**src/rtl/mcs4_bus_tracer.sv**
```systemverilog
`default_nettype none
`timescale 1ns/1ps
// ============================================================================
// Module      : mcs4_bus_tracer
// Description : Passive instruction-fetch tracer for the MCS-4 system bus.
//               Follows the 8-phase instruction cycle (A1 A2 A3 M1 M2 X1 X2
//               X3) from SYNC_N and rebuilds each fetch as a 24-bit record
//               {bank, address, opcode}. Records are queued in a small FIFO
//               and drained through a valid/ready port.
// Ports       : CLK, RES (async, active high)  - clock / reset
//               ENABLE                          - gate for record pushes
//               SYNC_N, DATA, CM_ROM_N, CM_RAM_N - observed bus signals
//               TRACE_VALID/READY/DATA          - record output handshake
//               LOCKED, PHASE_ERR, OVERFLOW,
//               DROP_CNT, CLR_FLAGS             - status and flag clear
// Revision    : 1.0 - initial release
// ============================================================================
module mcs4_bus_tracer #(
   parameter int DEPTH = 8
) (
   input  logic        CLK,
   input  logic        RES,
   input  logic        ENABLE,
   input  logic        SYNC_N,
   input  logic [3:0]  DATA,
   input  logic        CM_ROM_N,
   input  logic [3:0]  CM_RAM_N,
   input  logic        TRACE_READY,
   output logic        TRACE_VALID,
   output logic [23:0] TRACE_DATA,
   output logic        LOCKED,
   output logic        PHASE_ERR,
   output logic        OVERFLOW,
   output logic [7:0]  DROP_CNT,
   input  logic        CLR_FLAGS
);

   localparam int AW = $clog2(DEPTH);

   // Bus phase encoding
   localparam logic [2:0] c_PH_A1 = 3'd0;
   localparam logic [2:0] c_PH_A2 = 3'd1;
   localparam logic [2:0] c_PH_A3 = 3'd2;
   localparam logic [2:0] c_PH_M1 = 3'd3;
   localparam logic [2:0] c_PH_M2 = 3'd4;
   localparam logic [2:0] c_PH_X3 = 3'd7;
   localparam logic [2:0] c_PH_STEP = 3'd1;

   localparam logic [AW:0] c_PTR_STEP = {{AW{1'b0}}, 1'b1};
   localparam logic [7:0]  c_DROP_MAX = 8'hFF;
   localparam logic [7:0]  c_DROP_ONE = 8'd1;

   // Phase tracking and capture
   logic [2:0]  r_ph;
   logic        r_locked;
   logic        r_partial;
   logic [11:0] r_addr;
   logic [3:0]  r_bank;
   logic [3:0]  r_opr;

   // Status flags
   logic        r_phase_err;
   logic        r_overflow;
   logic [7:0]  r_drop_cnt;

   // FIFO
   logic [23:0] r_mem [DEPTH];
   logic [AW:0] r_wr_ptr;
   logic [AW:0] r_rd_ptr;
   logic        r_valid;
   logic [23:0] r_head;

   logic        w_sync_early;
   logic        w_sync_missing;
   logic        w_push_req;
   logic        w_pop;
   logic        w_full;
   logic        w_push;
   logic        w_drop;
   logic [AW:0] w_rd_next;
   logic [23:0] w_record;
   logic        w_unused;

   // The ROM command line carries no information the tracer needs.
   assign w_unused = CM_ROM_N;

   assign w_sync_early   = !SYNC_N && (r_ph != c_PH_X3);
   assign w_sync_missing =  SYNC_N && (r_ph == c_PH_X3);

   // A resync on the M2 edge itself aborts that record as well.
   assign w_push_req = (r_ph == c_PH_M2) && SYNC_N && r_locked && ENABLE && !r_partial;
   assign w_record   = {r_bank, r_addr, r_opr, DATA};

   assign w_pop  = r_valid && TRACE_READY;
   assign w_full = (r_wr_ptr[AW] != r_rd_ptr[AW]) &&
                   (r_wr_ptr[AW-1:0] == r_rd_ptr[AW-1:0]);
   assign w_push = w_push_req && (!w_full || w_pop);
   assign w_drop = w_push_req && w_full && !w_pop;

   assign w_rd_next = w_pop ? (r_rd_ptr + c_PTR_STEP) : r_rd_ptr;

   // ------------------------------------------------------------------------
   // Phase counter, lock state and field capture
   // ------------------------------------------------------------------------
   always_ff @(posedge CLK or posedge RES) begin
      if (RES) begin
         r_ph      <= c_PH_A1;
         r_locked  <= 1'b0;
         r_partial <= 1'b1;
         r_addr    <= 12'd0;
         r_bank    <= 4'd0;
         r_opr     <= 4'd0;
      end else begin
         if (!SYNC_N) begin
            r_ph     <= c_PH_A1;
            r_locked <= 1'b1;
         end else begin
            r_ph <= r_ph + c_PH_STEP;
            if (r_ph == c_PH_X3) begin
               r_locked <= 1'b0;
            end
         end

         // A record is trustworthy only if the tracer was locked during its
         // A1; a resync anywhere later poisons it until the next A1.
         if (w_sync_early) begin
            r_partial <= 1'b1;
         end else if (r_ph == c_PH_A1) begin
            r_partial <= ~r_locked;
         end

         case (r_ph)
            c_PH_A1: r_addr[3:0]  <= DATA;
            c_PH_A2: r_addr[7:4]  <= DATA;
            c_PH_A3: begin
               r_addr[11:8] <= DATA;
               r_bank       <= ~CM_RAM_N;
            end
            c_PH_M1: r_opr <= DATA;
            default: ;
         endcase
      end
   end

   // ------------------------------------------------------------------------
   // Sticky status flags; a clear wins over a same-cycle setting event
   // ------------------------------------------------------------------------
   always_ff @(posedge CLK or posedge RES) begin
      if (RES) begin
         r_phase_err <= 1'b0;
         r_overflow  <= 1'b0;
         r_drop_cnt  <= 8'd0;
      end else if (CLR_FLAGS) begin
         r_phase_err <= 1'b0;
         r_overflow  <= 1'b0;
         r_drop_cnt  <= 8'd0;
      end else begin
         if (w_sync_early || w_sync_missing) begin
            r_phase_err <= 1'b1;
         end
         if (w_drop) begin
            r_overflow <= 1'b1;
            if (r_drop_cnt != c_DROP_MAX) begin
               r_drop_cnt <= r_drop_cnt + c_DROP_ONE;
            end
         end
      end
   end

   // ------------------------------------------------------------------------
   // Record storage
   // ------------------------------------------------------------------------
   always_ff @(posedge CLK) begin
      if (w_push) begin
         r_mem[r_wr_ptr[AW-1:0]] <= w_record;
      end
   end

   // The output stage looks at the FIFO as it stood before this edge's
   // write, so a fresh record appears one edge after it is pushed and a
   // popped head is never presented twice.
   always_ff @(posedge CLK or posedge RES) begin
      if (RES) begin
         r_wr_ptr <= '0;
         r_rd_ptr <= '0;
         r_valid  <= 1'b0;
         r_head   <= 24'd0;
      end else begin
         if (w_push) begin
            r_wr_ptr <= r_wr_ptr + c_PTR_STEP;
         end
         r_rd_ptr <= w_rd_next;
         r_valid  <= (w_rd_next != r_wr_ptr);
         if (w_rd_next != r_wr_ptr) begin
            r_head <= r_mem[w_rd_next[AW-1:0]];
         end
      end
   end

   assign TRACE_VALID = r_valid;
   assign TRACE_DATA  = r_head;
   assign LOCKED      = r_locked;
   assign PHASE_ERR   = r_phase_err;
   assign OVERFLOW    = r_overflow;
   assign DROP_CNT    = r_drop_cnt;

endmodule
`default_nettype wire

```
**config.mk**
```make
export PLATFORM = sky130hd
export DESIGN_NAME = mcs4_bus_tracer
export DESIGN_NICKNAME = d
export VERILOG_FILES = /design/src/rtl/mcs4_bus_tracer.sv
export SDC_FILE = /design/constraint.sdc
export NUM_CORES = 1
export LEC_CHECK = 0
export BUFFER_PORTS_ARGS = -buffer_cell sky130_fd_sc_hd__buf_2
export CAP_MARGIN = 10
export CORE_MARGIN = 8
export CORE_UTILIZATION = 62
export DETAILED_ROUTE_END_ITERATION = 10
export GPL_TIMING_DRIVEN = 0
export PLACE_DENSITY_LB_ADDON = 0.08
export SLEW_MARGIN = 0
export SYNTH_ARGS = -nofsm -noshare
export SYNTH_HDL_FRONTEND = slang
export SYNTH_SLANG_ARGS = --single-unit
```
**constraint.sdc**
```tcl
create_clock -name CLK -period 5.04 [get_ports CLK]
set_input_delay 0.504 -clock CLK [delete_from_list [all_inputs] [get_ports CLK]]
set_output_delay 0.504 -clock CLK [all_outputs]
set_load 0.03 [all_outputs]
```
Word-level counts from Yosys, hierarchy flattened
Memories as Yosys holds them, arrays and structs flattened. A register that Yosys moved wholly into a read port is not among the register bits.
Cells that the tools add are included.

storage, ports and cells
  register bits = 44
  memory bits (writable) = 192
  input bits = 15
  output and inout port bits = 36
  logic and storage cells = 70
  memories = 1

memory list
  name   words  bits a word  rd ports  clocked after Yosys merged registers in  wr ports  line  RTL
  r_mem  8      24           1         1                                        1         67    logic [23:0] r_mem [DEPTH];

cells by class
  $add $sub $neg = 4
  eq/ne operators = 11
  multiplexer cells = 15
  bitwise gates (word level) = 2
  reductions and logical operators = 23

operator list
  kind                                                                     count
  8-bit 2-to-1 mux                                                         3
  1-bit logical AND                                                        11
  1-bit 2-to-1 mux                                                         10
  4-bit by 1-bit adder with 4-bit output, second input constant            2
  8-bit by 1-bit adder with 8-bit output, second input constant            1
  8-bit inequality test, second input constant                             1
  2-bit nonzero test                                                       4
  3-bit by 2-bit == test with 1-bit output, second input constant          2
  3-bit == test, second input constant                                     2
  1-bit logical NOT                                                        4
  4-bit 2-to-1 mux                                                         1
  4-bit inequality test                                                    1
  4-bit NOT                                                                1
  3-bit by 1-bit adder with 3-bit output, second input constant            1
  3-bit by 1-bit == test with 1-bit output, second input constant          1
  3-bit == test                                                            1
  3-bit logical NOT                                                        1
  3-bit 2-to-1 mux                                                         1
  3-bit inequality test, second input constant                             1
  1-bit logical OR                                                         2
  2-bit by 1-bit inequality test with 1-bit output, second input constant  1
  2-bit AND reduction                                                      1
  1-bit inequality test                                                    1
  1-bit NOT                                                                1

Logic depth before layout (Yosys ltp)
  word-level depth = 9
  depth in mapped cells = 9
  gate-level depth less buffers = 7

Worst setup path after synthesis
Ideal clock, no wire load.

  path type = register to register
  start = reg r_ph[0]
  end = mem r_mem[0][0], enable pin
  arrival = 3.774 ns
  path slack = 0.801 ns
  stages on the path, launching flop included = 7
  period minus slack after synthesis = 4.239 ns
  path through = dfrtp_1 -> inv_1 -> ha_1 -> nand4_1 -> nor3b_1 -> o21ai_2 -> nor4_1

between the ends
  longest elaborated chain between the ends = 8

RTL lines
  element                                 line  RTL
  from (decl)                             54    logic [2:0] r_ph;
  from (signal assigned)                  107   r_ph <= c_PH_A1;
  from (signal assigned)                  115   r_ph <= c_PH_A1;
  from (signal assigned)                  118   r_ph <= r_ph + c_PH_STEP;
  3-bit == test                           91    assign w_push_req = (r_ph == c_PH_M2) && SYNC_N && r_locked && ENABLE && !r_partial;
  1-bit logical AND (4 in a row)          91
  1-bit logical AND                       97    assign w_push = w_push_req && (!w_full || w_pop);
  1-bit 2-to-1 mux                        174   if (w_push) begin
  1-bit 2-to-1 mux (implied by the code)  175   r_mem[r_wr_ptr[AW-1:0]] <= w_record;
  to (decl)                               67

Every way passes these cells.

Worst setup path in the final report
  start = reg r_ph[0]
  end = mem r_mem[7][13], enable pin

The elaborated chain is that of the path after synthesis.

==> summary.txt <==
Run status
  – Status: finished, final reports clean

Placement
  – Estimated wirelength of the detail-placed design: 24.2 mm
  – I/O Buffers: 47
  – Routability Congestion: 0.878

Worst setup path
  – Slowest cell delay on critical path: 950 ps
  – WP data required: 5280 ps
  – Largest fanout on the critical path: 14
  – Worst setup SP type: flip-flop
  – CP cell instances: inv_1, ha_1, nand4_1, nor3b_1, o211ai_1, nor2_2, buf_16
  – Crit path kind: reg -> reg
  – Worst setup EP type: flip-flop
  – Arr. time, crit path: 3840 ps
  – Crit-path slowest cell: nor3b_1

Finish
  – Fillers: 1456
  – Most common cell after layout, fill and taps aside: edfxtp_1
  – Area of the multi-input gates: 4480 sq um
  – Register area: 7470 sq um
  – Layout cells sized above 1: 15.9%
  – P&R area growth vs syn: 14.3%
  – Ant. Diodes: 0
  – Fin nets: 1128
  – Most frequent cells in the layout: 192 x edfxtp_1, 97 x nand2b_1, 73 x clkbuf_1, 71 x a31oi_1, 67 x dfrtp_1

STA
  – Fmax: 278 MHz
  – Final setup TNS: 0 ps
  – # setup viols final: 0
  – RSZ-0062 raised after global routing: false
  – Final Hold Vio Count: 0
  – Slew @ Worst Pin: 1200 ps
  – Minimum clock period: 3600 ps
  – Final Slew Violations: 0
  – Slew headroom: 20.1%
  – Tightest hold margin: 159 ps
  – Worst Skew: 8.51 ps
  – Period utilisation layout: 71.4%

Detailed routing
  – DR vias: 9457
  – Drt total wl: 36.0 mm
  – Iteration-0 DRC Markers: 1140
  – Post-route ant nets: 0
  – Post-detailed-route via-to-cell ratio: 6.79
  – Drt first pass iters: 8
  – Residual DRC: 0
  – Wire per inst: 25.8 um

Die
  – Top Ports: 51
  – Die area: 24900 sq um
  – Starting Density: 62.5%
  – Total core area: 20000 sq um
  – Row count: 52
  – Chip height: 158 um
  – Die W: 158 um

Yosys
  – Seq cells post-synth: 260
  – Sequential-to-total area share from yosys stat: 59.8%
  – Synthesized area: 12500 sq um
  – Synth Area in Adders: 1.10%
  – Synth Area in XOR/XNOR: 0.631%
  – Ys Warns: 0
  – Simple-gate share of the synthesized area: 13.0%
  – Mux contribution to synthesized area: 4.23%
  – Ys flop type: edfxtp_1
  – Fraction of registers with async set/reset: 26.2%
  – EDFF count, synth: 192
  – Syn Inst Count: 1012
  – Syn nets: 1038
  – Netlist cell types: 49
  – Syn Area/Cell: 12.3 sq um
  – Synth Area in Compound Gates: 16.5%
  – Largest family of logic cells by synthesized area: compound AO/OA/AOI/OAI gates

Power
  – VDD IR max: 0.479 mV
  – Total power divided by cell area: 653 nW/um^2
  – Pleak: 5.06 nW

Clock network
  – Clk slew on worst S/H paths: 60 ps
  – Post-CTS Resized: 0
  – TritonCTS clock tree: yes
  – CTS Root Cell: clkbuf_16
  – Post-CTS Hold Buffers: 1
  – Clock buffer depth: 3
  – Total CTS buffers: 27
  – CTS Sinks: 260
  – Post-CTS repair timing setup buffer count: 0
  – H-tree levels: 1
  – Clk_lat worst skew: 530 ps

Global routing
  – First-pass GRT wire length: 55.0 mm
  – Tot GR Track Use: 29.4%
  – Initial antenna violation count: 0
  – Largest net degree at the start of global routing: 38
  – Vias in the first global route: 9514
  – Grt ovf: 0

Flow run
  – MaxCap Viol Count: 0

Hold path
  – HP Class: in -> reg
## worst max-delay path: cells and delay by family, from the launching register on
family | cells | cell delay [ps]
buf+inv | 2 | 330
compound gates | 1 | 520
fa+ha+maj | 1 | 180
simple gates | 3 | 1840
flops | 1 | 420
## cell usage after synthesis (6+ instances only)
| master | number | share of area, % |
|---|---|---|
| edfxtp_1 | 192 | 46 |
| nand2b_1 | 97 | 4.9 |
| clkbuf_1 | 73 | 2.2 |
| a31oi_1 | 71 | 3.6 |
| dfrtp_1 | 67 | 13 |
| o21ai_0 | 56 | 2.2 |
| nand3_1 | 54 | 2.2 |
| nor3_1 | 54 | 2.2 |
| o2111a_1 | 46 | 4.1 |
| o221ai_1 | 46 | 3.2 |
| inv_1 | 39 | 1.2 |
| a32o_1 | 23 | 1.8 |
| nand3b_1 | 23 | 1.4 |
| mux2_2 | 22 | 2.0 |
| mux2_4 | 18 | 2.2 |
| nor2_1 | 15 | 0.45 |
| nand2_1 | 14 | 0.42 |
| buf_2 | 11 | 0.44 |
| ha_1 | 11 | 1.1 |
| buf_1 | 9 | 0.27 |
| a21oi_1 | 8 | 0.32 |
| o31ai_1 | 6 | 0.36 |
| xor2_1 | 6 | 0.42 |
## flip-flops by register name, summed over array words and instances, names as in the netlist
register     flops
r_wr_ptr         4
r_ph             3
PHASE_ERR        1
OVERFLOW         1
TRACE_DATA      24
LOCKED           1
r_partial        1
r_bank           4
r_opr            4
r_rd_ptr         4
DROP_CNT         8
r_addr          12
r_mem          192
TRACE_VALID      1
## logic make-up after synthesis
group | after synthesis
muxes | 41
buffers and inverters | 139
adders and majority gates | 11
AOI/OAI and AO/OA | 269
DFF | 260
and+or+nand+nor | 283
xor gates and xnor gates | 9
## stage by stage
| stage | util, % | total power, mW | instances | setup WS (ps) | area (sq um) |
|---|---|---|---|---|---|
| 2_1_floorplan | - | 5.68 | 1012 | 801 | 12500 |
| 3_3_place_gp | 65.4 | 6.90 | 1329 | -1620 | 13100 |
| 3_5_place_dp | 66.4 | 6.99 | 1342 | 1340 | 13300 |
| 4_1_cts | 71.4 | 9.22 | 1392 | 1300 | 14300 |
| 5_1_grt | 71.4 | 9.68 | 1392 | 1200 | 14300 |
| 6_report | 71.4 | 9.32 | 1392 | 1440 | 14300 |
## power breakdown
part / total, mW / internal [mW] / switching (mW) / leakage (nW)
registers: 2.80 / 2.60 / 0.199 / 2.57
logic: 4.30 / 1.53 / 2.78 / 2.00
clock network: 2.21 / 1.37 / 0.839 / 0.488
## cell type report
type / count / share of cell area [%]
Clock buffer: 34 / 5.57
Inverter: 39 / 1.04
Sequential cell: 260 / 52.3
Timing Repair Buffer: 61 / 2.79
Clock inverter: 15 / 1.46
Buffer: 100 / 3.04
Tap cell: 270 / 2.37
Multi-Input combinational cell: 613 / 31.4
## worst paths after layout
kind,from,depth (start not counted),slack (ps),end
max,r_ph[0]$_DFF_PP0_,7,1440,r_mem[7][13]$_DFFE_PP_
min,CM_RAM_N[0],2,160,r_bank[0]$_DFFE_PP0N_
max reg2reg,r_ph[0]$_DFF_PP0_,7,1440,r_mem[7][13]$_DFFE_PP_
min reg2reg,r_rd_ptr[3]$_DFF_PP0_,1,490,r_rd_ptr[3]$_DFF_PP0_
max in group asynchronous,RES,4,3940,TRACE_DATA[16]$_DFFE_PP0P_
min in group asynchronous,RES,3,520,PHASE_ERR$_DFFE_PP0P_
## per-layer routing
layer | track usage, % | wire [um] | vias up
li1 | - | - | 4120
met1 | 38.4 | 14200 | 4637
met2 | 47.4 | 17100 | 609
met3 | 5.76 | 3620 | 91
met4 | 11.9 | 1060 | 0
met5 | 0 | 0 | -
Power figures use the tool's default switching activity.
